===== config.mk =====
export PLATFORM = sky130hd
export DESIGN_NAME = instruction_fetch_unit
export DESIGN_NICKNAME = d
export VERILOG_FILES = /design/src/rtl/fetch_pkg.sv /design/src/rtl/fetch_queue.sv /design/src/rtl/instruction_fetch_unit.sv
export SDC_FILE = /design/constraint.sdc
export NUM_CORES = 1
export LEC_CHECK = 0
export CAP_MARGIN = 20
export CORE_ASPECT_RATIO = 0.6
export CORE_UTILIZATION = 55
export DETAILED_ROUTE_END_ITERATION = 6
export DONT_BUFFER_PORTS = 1
export PLACE_DENSITY = 0.68
export REMOVE_ABC_BUFFERS = 1
export SYNTH_ARGS = -nofsm -noshare
export SYNTH_HDL_FRONTEND = slang
export SYNTH_SLANG_ARGS = --single-unit

===== constraint.sdc =====
create_clock -name Clock -period 6.1 [get_ports Clock]
set_clock_uncertainty 0.2 [all_clocks]
set_input_delay 0.61 -clock Clock [delete_from_list [all_inputs] [get_ports Clock]]
set_output_delay 0.61 -clock Clock [all_outputs]
set_load 0.02 [all_outputs]

===== src/rtl/fetch_pkg.sv =====
// Shared widths, FSM encoding, queue entry type and saturating-add helper for the fetch unit.
package fetch_pkg;
  localparam int ADDR_W            = 16;
  localparam int INSTR_W           = 16;
  localparam int DEFAULT_ADDR_STEP = 2;

  localparam logic [1:0] ST_INIT   = 2'd0;
  localparam logic [1:0] ST_FETCH  = 2'd1;
  localparam logic [1:0] ST_HALTED = 2'd2;

  typedef enum logic [1:0] {
    INIT   = ST_INIT,
    FETCH  = ST_FETCH,
    HALTED = ST_HALTED
  } fetch_state_t;

  typedef struct packed {
    logic [INSTR_W-1:0] instr;
    logic [ADDR_W-1:0]  pc;
  } fetch_entry_t;

  function automatic logic [15:0] sat_add16(input logic [15:0] a, input logic [15:0] b);
    logic [16:0] sum;
    sum = {1'b0, a} + {1'b0, b};
    return sum[16] ? 16'hFFFF : sum[15:0];
  endfunction
endpackage


===== src/rtl/fetch_queue.sv =====
// Shift-style prefetch FIFO of {instr, pc}; entry 0 is always the head so it feeds decode from a register.
// With FETCH_PERF_CNT_EN defined, the occupancy is exported as count.
module fetch_queue
  import fetch_pkg::*;
#(
  parameter int DEPTH = 2
) (
  input  logic         clock,
  input  logic         rst_n,
  input  logic         push,
  input  logic         pop,
  input  logic         flush,
  input  fetch_entry_t din,
  output logic         full,
  output logic         empty,
  output fetch_entry_t head
`ifdef FETCH_PERF_CNT_EN
  ,
  output logic [$clog2(DEPTH+1)-1:0] count
`endif
);
  localparam int CNT_W = $clog2(DEPTH + 1);

  fetch_entry_t     entries     [DEPTH];
  fetch_entry_t     entries_nxt [DEPTH];
  logic [CNT_W-1:0] used;
  logic [CNT_W-1:0] used_nxt;
  logic [CNT_W-1:0] wr_idx;
  logic             pop_ok;
  logic             push_ok;
  logic             shift;

  assign empty   = (used == '0);
  assign full    = (used == CNT_W'(DEPTH));
  assign head    = entries[0];
  assign pop_ok  = pop && !empty;
  assign push_ok = push && (!full || pop_ok);
  assign wr_idx  = pop_ok ? (used - CNT_W'(1)) : used;
  // A pop of the last entry leaves entry 0 untouched so the head holds its last value.
  assign shift   = pop_ok && (used > CNT_W'(1));
`ifdef FETCH_PERF_CNT_EN
  assign count   = used;
`endif

  // Next queue contents: optional shift toward the head, then write at the tail slot.
  always_comb begin
    entries_nxt = entries;
    for (int i = 0; i < DEPTH - 1; i++) begin
      entries_nxt[i] = shift ? entries[i+1] : entries[i];
    end
    for (int i = 0; i < DEPTH; i++) begin
      entries_nxt[i] = (push_ok && (wr_idx == CNT_W'(i))) ? din : entries_nxt[i];
    end
  end

  // Next occupancy.
  always_comb begin
    used_nxt = used;
    case ({push_ok, pop_ok})
      2'b10:   used_nxt = used + CNT_W'(1);
      2'b01:   used_nxt = used - CNT_W'(1);
      default: used_nxt = used;
    endcase
  end

  // Storage and occupancy registers; flush only empties, the stale data is never visible.
  always_ff @(posedge clock or negedge rst_n) begin
    if (!rst_n) begin
      used <= '0;
      for (int i = 0; i < DEPTH; i++) begin
        entries[i] <= '0;
      end
    end else if (flush) begin
      used <= '0;
    end else begin
      used    <= used_nxt;
      entries <= entries_nxt;
    end
  end
endmodule


===== src/rtl/instruction_fetch_unit.sv =====
// Fetch sequencer: owns FetchPC, prefetches into fetch_queue and hands instructions to decode.
// Optional FETCH_PERF_CNT_EN adds saturating FetchCount/FlushCount outputs.
module instruction_fetch_unit
  import fetch_pkg::*;
#(
  parameter logic [15:0] RESET_PC    = 16'd0,
  parameter int          QUEUE_DEPTH = 2,
  parameter int          ADDR_STEP   = DEFAULT_ADDR_STEP
) (
  input  logic               Clock,
  input  logic               Reset_n,
  output logic [ADDR_W-1:0]  IM_Addr,
  input  logic [INSTR_W-1:0] IM_Data,
  input  logic               Redirect,
  input  logic [ADDR_W-1:0]  RedirectPC,
  input  logic               Halt,
  output logic [INSTR_W-1:0] Instr,
  output logic [ADDR_W-1:0]  InstrPC,
  output logic               InstrValid,
  input  logic               InstrReady
`ifdef FETCH_PERF_CNT_EN
  ,
  output logic [15:0]        FetchCount,
  output logic [15:0]        FlushCount
`endif
);
  fetch_state_t      state;
  fetch_state_t      state_nxt;
  logic [ADDR_W-1:0] fetch_pc;
  logic              redirect_act;
  logic              pop_fire;
  logic              push_fire;
  logic              q_full;
  logic              q_empty;
  fetch_entry_t      q_head;
  fetch_entry_t      push_entry;

  // Redirect is ignored in INIT and otherwise overrides every push/pop on its edge.
  assign redirect_act = Redirect && (state != INIT);
  assign pop_fire     = !q_empty && InstrReady && !redirect_act;
  assign push_fire    = (state == FETCH) && !Halt && !redirect_act && (!q_full || pop_fire);
  assign push_entry   = '{instr: IM_Data, pc: fetch_pc};

  assign IM_Addr    = fetch_pc;
  assign Instr      = q_head.instr;
  assign InstrPC    = q_head.pc;
  assign InstrValid = !q_empty;

`ifdef FETCH_PERF_CNT_EN
  logic [$clog2(QUEUE_DEPTH+1)-1:0] q_count;
`endif

  fetch_queue #(
    .DEPTH (QUEUE_DEPTH)
  ) u_queue (
    .clock (Clock),
    .rst_n (Reset_n),
    .push  (push_fire),
    .pop   (pop_fire),
    .flush (redirect_act),
    .din   (push_entry),
    .full  (q_full),
    .empty (q_empty),
    .head  (q_head)
`ifdef FETCH_PERF_CNT_EN
    ,
    .count (q_count)
`endif
  );

  // Next-state logic; HALTED is left only by a redirect.
  always_comb begin
    state_nxt = state;
    case (state)
      INIT: begin
        state_nxt = FETCH;
      end
      FETCH: begin
        if (redirect_act) begin
          state_nxt = FETCH;
        end else if (Halt) begin
          state_nxt = HALTED;
        end else begin
          state_nxt = FETCH;
        end
      end
      HALTED: begin
        if (redirect_act) begin
          state_nxt = FETCH;
        end else begin
          state_nxt = HALTED;
        end
      end
      default: begin
        state_nxt = INIT;
      end
    endcase
  end

  // State and program counter registers.
  always_ff @(posedge Clock or negedge Reset_n) begin
    if (!Reset_n) begin
      state    <= INIT;
      fetch_pc <= RESET_PC;
    end else begin
      state <= state_nxt;
      if (redirect_act) begin
        fetch_pc <= {RedirectPC[ADDR_W-1:1], 1'b0};
      end else if (push_fire) begin
        fetch_pc <= fetch_pc + ADDR_W'(ADDR_STEP);
      end
    end
  end

`ifdef FETCH_PERF_CNT_EN
  // Saturating performance counters.
  always_ff @(posedge Clock or negedge Reset_n) begin
    if (!Reset_n) begin
      FetchCount <= 16'd0;
      FlushCount <= 16'd0;
    end else begin
      if (push_fire) begin
        FetchCount <= sat_add16(FetchCount, 16'd1);
      end
      if (redirect_act) begin
        FlushCount <= sat_add16(FlushCount, 16'(q_count));
      end
    end
  end
`endif
endmodule

==> out/results.tsv <==
metric	value	unit
Diodes inserted	0	
Final Non-Filler Cells	424	
Worst EP required	6110	ps
Max Cap Viol	0	
CTS tree	done	
die area	8200	sq um
drt drc	0	
Setup TNS Final	0	ps
largest net degree at the start of global routing	82	
initial core utilization	0.5806	
Post-CTS Setup Bufs	0	
period utilization	0.5023	
# IOs	86	
Crit. End Element	flip-flop	
Vias/cell	5.771	
Die Height	70.55	microns
core area	7417	sq um
PwrDens	504.6	nW/um^2
Final ANT Viol Nets	0	
met1 Usage GRT	0.2842	
Worst path slowest cell	or4_4	
placed cell area	4104	sq um
ys async rst share	1.000	
final hold vios	0	
top-count cell post-synth	dfrtp_1	
Root Buffer Master	clkbuf_16	
Clk network pwr share	0.283	
sw frac	0.3231	
met2 Resource Use GR	0.3202	
cell taking the most area after synthesis	dfrtp_1	
Hold WC Path Type	in2reg	
Slew HR	0.4718	
outcome	completed	
Vias	2447	
Top Usage Layer GRT	met2	
Distinct cells, synth	43	
Yosys reg bits	81	
post-route cell area	4569	sq um
setup violators final	0	
TritonCTS buffer count	9	
Worst path max stage delay	830	ps
sequential share of power	0.478	
minimum clock period	3064	ps
cell internal pwr	1561	uW
Net Switching	745.1	uW
Chip Width	116.2	microns
slew at the pin closest to its max-slew limit	772.3	ps
FP Rows	24	
total power	2306	uW
first-pass GRT wire length	13.14	mm
Comb power frac	0.239	
Primary FF master, synth	dfrtp_1	
crit path cell chain	inv_1 -> ha_1 -> nand2b_1 -> or4_4 -> mux2_4 -> mux2_2	
final core occ	0.6161	
crit path kind	reg2reg	
Total GRT Usage	0.2154	
CP startpoint kind	flip-flop	
share of cells above drive strength 1	0.3719	
GRT met3 Usage	0.1003	
GRT Residual Overflow	0	
vias in the first global route	2522	
Synth Warn #	0	
fin nets	356	
drt total wl	8.102	mm
post-synthesis sequential area ratio	0.4707	
Routability Congestion	0.8106	
RSZ-0062 raised after global routing	no	
hold buffers post-CTS	2	
CTS Sinks	81	
VDD IR-drop max	288.7	uV
highest clock rate	326.4	MHz
Clk pin slew, worst setup/hold paths	60	ps
WL per Instance	19.11	microns
LEAKAGE	0.002018	uW
WP data arrival	3070	ps
most frequent cells after synthesis	81 x dfrtp_1, 63 x mux2_2, 33 x buf_4	
Cell Area, Synth	4307	sq um
Initial DRT Pass Iterations	4	
DRT iter0 DRCs	129	
syn avg cell area	12.34	sq um
initial antenna violation count	0	
post-synth top area share	0.4707	
post-cts resize count	0	
Port-buffer cells	0	
post-placement cell count	403	
area grow syn2layout	6.101	%
number of flops mapped to enable cells by yosys	0	
crit path max fanout	31	
Clock Path Buffers	2	
worst-skew pair later-pin latency	330	ps
Synth area leaders	dfrtp_1 47%, mux2_2 16%, mux2_4 9.8%	
Cells after Synth	349	
Max Transition Viols Final	0	
H-tree levels	3	
DP Wirelength	5.358	mm
routing by layer:
metal	wire, microns	vias to the layer above
met3	798	4
met4	35	0
met2	3548	85
met1	3720	1201
met5	0	-
li1	-	1157
cells in the final DEF, fill, tap and decap left out, types with 7 or more instances in the layout:
cell type	synthesis	routed
mux2_2	63	63
nor2_1	9	9
dfrtp_1	81	81
nand3_1	7	7
clkbuf_16	0	9
inv_1	7	7
o21ai_0	13	13
mux2_4	28	28
nand2_1	15	15
flip-flops by register name, indices dropped and copies added, names as in the netlist:
| name | flops |
|---|---|
| state | 2 |
| IM_Addr | 15 |
| u_queue.head | 31 |
| u_queue.entries | 31 |
| u_queue.used | 2 |
cells by family after synthesis:
logic type,Yosys count,share of synthesized area
AND/OR/NAND/NOR,57,0.06828
multiplexers,96,0.2740
XOR/XNOR,5,0.01017
adder cells (fa/ha/maj),4,0.01162
buffers and inverters,59,0.09123
flip-flops,81,0.4707
other,1,0.0008708
AO/OA/AOI/OAI,46,0.07321
power groups by stage:
stage	Clock [uW]	Sequential (uW)	Combinational, uW
after floorplan	0	1050	463
after global placement	0	1100	504
after detailed placement	0	1110	530
after CTS	672	1110	547
after global routing	694	1140	605
final	652	1100	551
path summary, 6_finish.rpt:
path	cells past startpoint	slack [ps]	to	from
setup / recovery	6	3040	u_queue.head[31]	u_queue.used[0]
hold / removal	1	150	state[1]	Redirect
setup reg to reg	6	3040	u_queue.head[31]	u_queue.used[0]
hold reg to reg	1	310	u_queue.entries[9]	u_queue.entries[9]
max in group asynchronous	2	4710	u_queue.entries[19]	Reset_n
min in group asynchronous	2	660	IM_Addr[7]	Reset_n
critical path, delay by kind of cell (launching register included):
family        cells  cell delay, ps
simple gates      2            1240
flops             1             460
mux               2             660
buf+inv           1             120
fa+ha+maj         1             240
through the flow:
stage                     hold slack, ps  setup slack (ps)
after global placement             116.8              2992
final                              146.6              3036
after CTS                          126.5              2918
after detailed placement           116.6              2923
after floorplan                    114.4              2505
after global routing               125.0              2920
final cells by class:
| class | count | area [sq um] |
|---|---|---|
| flip-flops and latches | 81 | 2027 |
| well taps | 104 | 130.1 |
| clock buffers | 9 | 225.2 |
| clock inverters | 7 | 142.6 |
| inverters | 7 | 26.28 |
| repair buffers | 6 | 105.1 |
| fillers | 591 | 2848 |
| multi-input cells | 210 | 1913 |
Note: power is estimated with default switching activity, not from simulation.
